--- src/rtl/inst_cache.sv ---
// inst_cache: direct-mapped, read-only instruction cache.
//
// Sits between the fetch port and a 256-bit line-granular memory port.
// Hits respond combinationally in the request cycle. A miss stalls the
// requester while the full 32-byte line is fetched and installed. The
// returning CHECK cycle then hits.
//
// Ports
//   clk, rst       clock; asynchronous active-high reset
//   inst_read      fetch request, held with inst_addr until inst_resp
//   inst_addr      byte address (bits [1:0] ignored)
//   inst_resp      request completes this cycle
//   inst_rdata     instruction word, 0 when inst_resp=0
//   flush          single-cycle pulse, invalidates every line
//   pmem_read      line read request, held until pmem_resp
//   pmem_address   line address, bits [4:0] = 0
//   pmem_resp      line data valid this cycle
//   pmem_rdata     line data, word w in bits [32w+31:32w]
//   hit_count      completed hit responses (wraps)
//   miss_count     misses detected (wraps)
//   state_dbg      current FSM state (0 = CHECK, 1 = FETCH)
//
// Handshake: a fetch request is accepted when inst_read=1 and completes in
// the cycle inst_resp=1. The requester keeps inst_read and inst_addr stable
// until then. On the memory side, pmem_read stays high with a stable
// pmem_address until the single-cycle pmem_resp.
module inst_cache #(
  parameter int S_INDEX = 4
) (
  input  logic         clk,
  input  logic         rst,
  input  logic         inst_read,
  input  logic [31:0]  inst_addr,
  output logic         inst_resp,
  output logic [31:0]  inst_rdata,
  input  logic         flush,
  output logic         pmem_read,
  output logic [31:0]  pmem_address,
  input  logic         pmem_resp,
  input  logic [255:0] pmem_rdata,
  output logic [31:0]  hit_count,
  output logic [31:0]  miss_count,
  output logic         state_dbg
);

  localparam int LINES = 1 << S_INDEX;
  localparam int TAG_W = 27 - S_INDEX;

  typedef enum logic {
    CHECK = 1'b0,
    FETCH = 1'b1
  } state_t;

  state_t state, state_next;

  logic [LINES-1:0] valid;
  logic [TAG_W-1:0] tag_mem  [LINES];
  logic [255:0]     data_mem [LINES];

  // Set when a flush arrives while a line is in flight. The fill then lands
  // invalid, so pre-flush data can never become visible.
  logic discard;

  logic [S_INDEX-1:0] req_index;
  logic [TAG_W-1:0]   req_tag;
  logic [2:0]         word_sel;
  logic               hit;
  logic               miss;

  // The fill is addressed from the latched pmem_address, not inst_addr.
  // A requester that breaks protocol can then only corrupt its own data.
  logic [S_INDEX-1:0] fill_index;
  logic [TAG_W-1:0]   fill_tag;
  logic               fill;

  logic unused_bits;

  assign req_index  = inst_addr[4+S_INDEX:5];
  assign req_tag    = inst_addr[31:5+S_INDEX];
  assign word_sel   = inst_addr[4:2];
  assign fill_index = pmem_address[4+S_INDEX:5];
  assign fill_tag   = pmem_address[31:5+S_INDEX];
  assign unused_bits = ^{inst_addr[1:0], pmem_address[4:0]};

  assign hit       = valid[req_index] && (tag_mem[req_index] == req_tag);
  assign fill      = (state == FETCH) && pmem_resp;
  assign pmem_read = (state == FETCH);
  assign state_dbg = state;

  // Next state and fetch-port outputs.
  always_comb begin
    state_next = state;
    inst_resp  = 1'b0;
    inst_rdata = 32'h0;
    miss       = 1'b0;
    case (state)
      CHECK: begin
        if (inst_read) begin
          if (hit) begin
            inst_resp  = 1'b1;
            inst_rdata = data_mem[req_index][{word_sel, 5'b00000} +: 32];
          end else begin
            miss       = 1'b1;
            state_next = FETCH;
          end
        end
      end
      FETCH: begin
        if (pmem_resp) begin
          state_next = CHECK;
        end
      end
      default: state_next = CHECK;
    endcase
  end

  // Control state, valid bits and counters.
  always_ff @(posedge clk or posedge rst) begin
    if (rst) begin
      state        <= CHECK;
      valid        <= '0;
      discard      <= 1'b0;
      pmem_address <= 32'h0;
      hit_count    <= 32'h0;
      miss_count   <= 32'h0;
    end else begin
      state <= state_next;

      if (flush) begin
        valid <= '0;
      end
      // The fill follows the flush clear, so a flush in the fill cycle
      // also lands the line invalid.
      if (fill) begin
        valid[fill_index] <= !(discard || flush);
      end

      if (miss) begin
        discard      <= 1'b0;
        pmem_address <= {inst_addr[31:5], 5'b00000};
      end else if ((state == FETCH) && flush) begin
        discard <= 1'b1;
      end

      if (inst_resp) begin
        hit_count <= hit_count + 32'h1;
      end
      if (miss) begin
        miss_count <= miss_count + 32'h1;
      end
    end
  end

  // Line storage. No reset is needed because valid gates every read.
  always_ff @(posedge clk) begin
    if (fill) begin
      data_mem[fill_index] <= pmem_rdata;
      tag_mem[fill_index]  <= fill_tag;
    end
  end

endmodule

--- config.mk ---
export PLATFORM = sky130hd
export DESIGN_NAME = inst_cache
export DESIGN_NICKNAME = d
export VERILOG_FILES = /design/src/rtl/inst_cache.sv
export SDC_FILE = /design/constraint.sdc
export NUM_CORES = 2
export LEC_CHECK = 0
export CAP_MARGIN = 40
export CORE_MARGIN = 2
export CORE_UTILIZATION = 41
export CTS_BUF_LIST = sky130_fd_sc_hd__clkbuf_16
export CTS_CLUSTER_DIAMETER = 80
export DETAILED_ROUTE_END_ITERATION = 8
export GPL_ROUTABILITY_DRIVEN = 0
export PLACE_DENSITY = 0.67
export SLEW_MARGIN = 20
export SYNTH_ARGS = -nofsm -noshare
export SYNTH_HDL_FRONTEND = slang
export SYNTH_MEMORY_MAX_BITS = 65536
export SYNTH_SLANG_ARGS = --single-unit
--- constraint.sdc ---
create_clock -name clk -period 64 [get_ports clk]
set_input_delay 6.4 -clock clk [delete_from_list [all_inputs] [get_ports clk]]
set_output_delay 6.4 -clock clk [all_outputs]
set_load 0.05 [all_outputs]
==> results.yml <==
pwr:
  p_clk_share_pct: 39.4
  p_sw_mw: 1.40
  switch_share_pct: 22.1
  power_leakage_nw: 63.3
  p_per_area_nw_per_um2: 31.4
  vdd.ir_drop.worst_v: 0.0000255
  internal-power_mw: 4.93
  combinationalPowerShare_pct: 6.8
  portion_of_total_power_attributed_to_sequential_cells_pct: 53.8
timing:
  slew_headroom_pct: 30.2
  clock.fmax_mhz: 51.2
  final_max_slew_viol_count: 0
  rsz0062_at_grt: "false"
  worst_pin_slew_ns: 1.05
  fin_tns_setup_ns: 0
  setup_violations: 0
  final_period_minus_worst_setup_slack_ns: 19.52
  min_period_over_period_pct: 30.5
  hold_violations: 0
  timing.clock.skew_ns: 0.0819
  setup_slack_ns: 44.48
critical_path:
  critical_path.reg2reg.startpoint: "pmem_read"
  worst_setup_path_start_kind: "primary input"
  crit_fanout: 103
  worst-endpoint-required_ns: 57.60
  setup.worst_path.start: "inst_addr[5]"
  cpLargestDelayFamily: "buffers and inverters"
  critPathArrivalTime_ns: 13.12
  critical-path-max-stage-delay_ns: 0.74
  worst-path-buf-inv: 8
  critical_path_class: "primary input to output pin"
  end_kind: "output pin"
  cp_slowest_cell: "sky130_fd_sc_hd__buf_4"
  crit_path_cell_trace: "buf_16 -> buf_12 -> buf_4 -> buf_12 -> buf_4 -> buf_12 -> mux4_2 -> mux4_2 -> mux2i_1 -> mux4_2 -> nor2_1 -> buf_4 -> clkdlybuf4s50_1"
final_layout:
  syn_to_final_growth_pct: 15.4
  n_fill_cell: 33300
  final_common_cell: "sky130_fd_sc_hd__edfxtp_1"
  fraction_of_final_layout_cells_with_drive_strength_greater_than_1_pct: 29.0
  finish.net_count: 8080
  mostFrequentLayoutCells: "sky130_fd_sc_hd__edfxtp_1, sky130_fd_sc_hd__mux4_2, sky130_fd_sc_hd__clkbuf_16, sky130_fd_sc_hd__clkdlybuf4s50_1, sky130_fd_sc_hd__mux2i_1"
  multi_input_area_sq_um: 36700
  ff_latch_area_sq_um: 137000
  postLayoutCoreUtil_pct: 47.6
  final_cell_count_no_fill: 13900
clock_network:
  cts_buffers: 436
  ctsHoldBuffers: 0
  cts_sinks: 4573
  clk_pin_slew_worst_paths_ns: 0.06
  clock_tree.root_cell: "sky130_fd_sc_hd__clkbuf_16"
  cts_resizes: 0
  cts_tree: "done"
  post_cts_setup_buffer_count: 0
  worst_skew_pair.late_latency_ns: 1.02
  cts.path.max_buffers: 4
  ctsHtreeMaxLevel: 5
drt:
  route.detailed.wl_per_inst_um: 31.6
  remaining_drcs: 0
  postRouteWirelength_mm: 437
  detail_route.iter0.violations: 9442
  number_of_detailed_routing_iterations_run_before_antenna_repair: 5
  route.vias.total: 80400
  antenna_left: 0
  vias_per_cell: 5.81
die:
  placementRows: 239
  die_area_sq_um: 432000
  floorplan.initialDensity_pct: 41.2
  die-width_um: 657
  num_io_pins: 424
  floorplan.die.height_um: 657
  core_area_sq_um: 424000
min_path:
  min-delay-path-class: "register to register"
  worst_hold_startpoint: "hit_count[31]"
synth:
  netlist_instances: 7037
  async_reset_ff_share_pct: 2.38
  postSynth.topFlopCell: "sky130_fd_sc_hd__edfxtp_1"
  netlist-cell-type-count: 64
  synth-edff-count: 4464
  ys_ff_latch: 4573
  yosysSeqAreaShare_pct: 78.2
  post_synth.cell_area_avg_sq_um: 24.9
  yosysWarnings: 0
  synth.cell_area_sq_um: 175000
grt:
  vias_in_the_first_global_route: 81600
  grt-ovfl-total: 0
  grt_start_max_net_pins: 146
  antenna_found_initial: 148
  wire_length_of_the_first_global_routing_pass_mm: 618
  grt_util_all_layers_pct: 19.9
placed_design:
  port_buffers: 416
  place_worst_setup_slack_ns: 44.15
  placed_cells_incl_taps: 13000
  detailedPlacementHpwl_mm: 248
run:
  maxCapViolCount: 0
status:
  outcome: "completed"
routing by layer:
layer / part of all wire, % / wire length, um / up-vias / global-route usage (%)
li1: - / - / 32100 / -
met1: 39 / 169000 / 43900 / 26.7
met2: 50 / 218000 / 3659 / 33.4
met3: 8.5 / 37300 / 721 / 3.93
met4: 2.9 / 12500 / 76 / 5.30
met5: 0.10 / 450 / - / 0
through the flow:
| stage | instance area [sq um] | power [mW] | hold WS [ns] |
|---|---|---|---|
| floorplan | 175000 | 3.73 | 0.448 |
| global placement | 186000 | 3.88 | 0.462 |
| detailed placement | 188000 | 3.90 | 0.464 |
| CTS | 201000 | 6.38 | 0.475 |
| global route | 202000 | 6.51 | 0.495 |
| finish | 202000 | 6.33 | 0.467 |
state kept, by name (all words and copies together) (netlist names):
signal	cells
discard	1
miss_count	32
pmem_read	1
hit_count	32
pmem_address	27
valid	16
tag_mem	368
data_mem	4096
Yosys cell counts (6+ instances only):
library cell	number	area [sq um]
sky130_fd_sc_hd__edfxtp_1	4464	134000
sky130_fd_sc_hd__mux4_2	1381	31100
sky130_fd_sc_hd__clkbuf_1	215	807
sky130_fd_sc_hd__mux2i_1	199	1990
sky130_fd_sc_hd__buf_2	127	636
sky130_fd_sc_hd__dfrtp_1	109	2730
sky130_fd_sc_hd__nor2_1	85	319
sky130_fd_sc_hd__xor2_1	58	508
sky130_fd_sc_hd__nand2_1	48	180
sky130_fd_sc_hd__mux2_2	45	507
sky130_fd_sc_hd__xnor2_1	24	210
sky130_fd_sc_hd__nand3_1	23	115
sky130_fd_sc_hd__inv_1	20	75.1
sky130_fd_sc_hd__a22oi_1	18	135
sky130_fd_sc_hd__nor4_1	18	113
sky130_fd_sc_hd__nor3_1	17	85.1
sky130_fd_sc_hd__o21ai_0	14	70.1
sky130_fd_sc_hd__nand4_1	12	75.1
sky130_fd_sc_hd__a21oi_1	11	55.1
sky130_fd_sc_hd__buf_4	11	82.6
sky130_fd_sc_hd__buf_6	11	124
sky130_fd_sc_hd__nor4b_1	11	96.3
sky130_fd_sc_hd__nor2b_1	8	50.1
sky130_fd_sc_hd__o22ai_1	8	50.1
sky130_fd_sc_hd__a211oi_1	7	52.6
sky130_fd_sc_hd__or3_1	7	43.8
sky130_fd_sc_hd__nand2b_1	6	37.5
sky130_fd_sc_hd__nor4_2	6	75.1
power groups by stage:
stage,combinational (mW),clock [mW],sequential (mW)
floorplan,0.212,0,3.52
global placement,0.413,0,3.46
detailed placement,0.431,0,3.47
CTS,0.432,2.54,3.41
global route,0.448,2.65,3.41
finish,0.428,2.50,3.41
path summary, 6_finish.rpt:
check,slack (ns),depth (start not counted),endpoint
setup reg to reg,59.42,6,data_mem[5][113]
max in group asynchronous,56.96,4,pmem_address[23]
setup / recovery,44.48,13,inst_rdata[5]
min in group asynchronous,5.85,2,hit_count[30]
hold / removal,0.47,1,hit_count[31]
hold reg to reg,0.47,1,hit_count[31]
cell type report:
cell class / count / area share [%]
inverters: 21 / 0.0440
repair buffers: 676 / 3.66
flip-flops and latches: 4573 / 67.7
clock inverters: 363 / 1.44
clock buffers: 437 / 5.42
well taps: 5663 / 3.51
multi-input cells: 2077 / 18.2
diodes: 43 / 0.0533
kinds of logic after synthesis:
| logic type | after synthesis | share of synthesized area (%) |
|---|---|---|
| AOI/OAI and AO/OA | 87 | 0.352 |
| adders and majority gates | 2 | 0.0143 |
| and+or+nand+nor | 275 | 0.826 |
| xor gates and xnor gates | 82 | 0.410 |
| buffers and inverters | 391 | 1.01 |
| other | 1 | 0.00214 |
| muxes | 1626 | 19.2 |
| DFF | 4573 | 78.2 |
No activity file was read; power rests on OpenSTA's default activity.
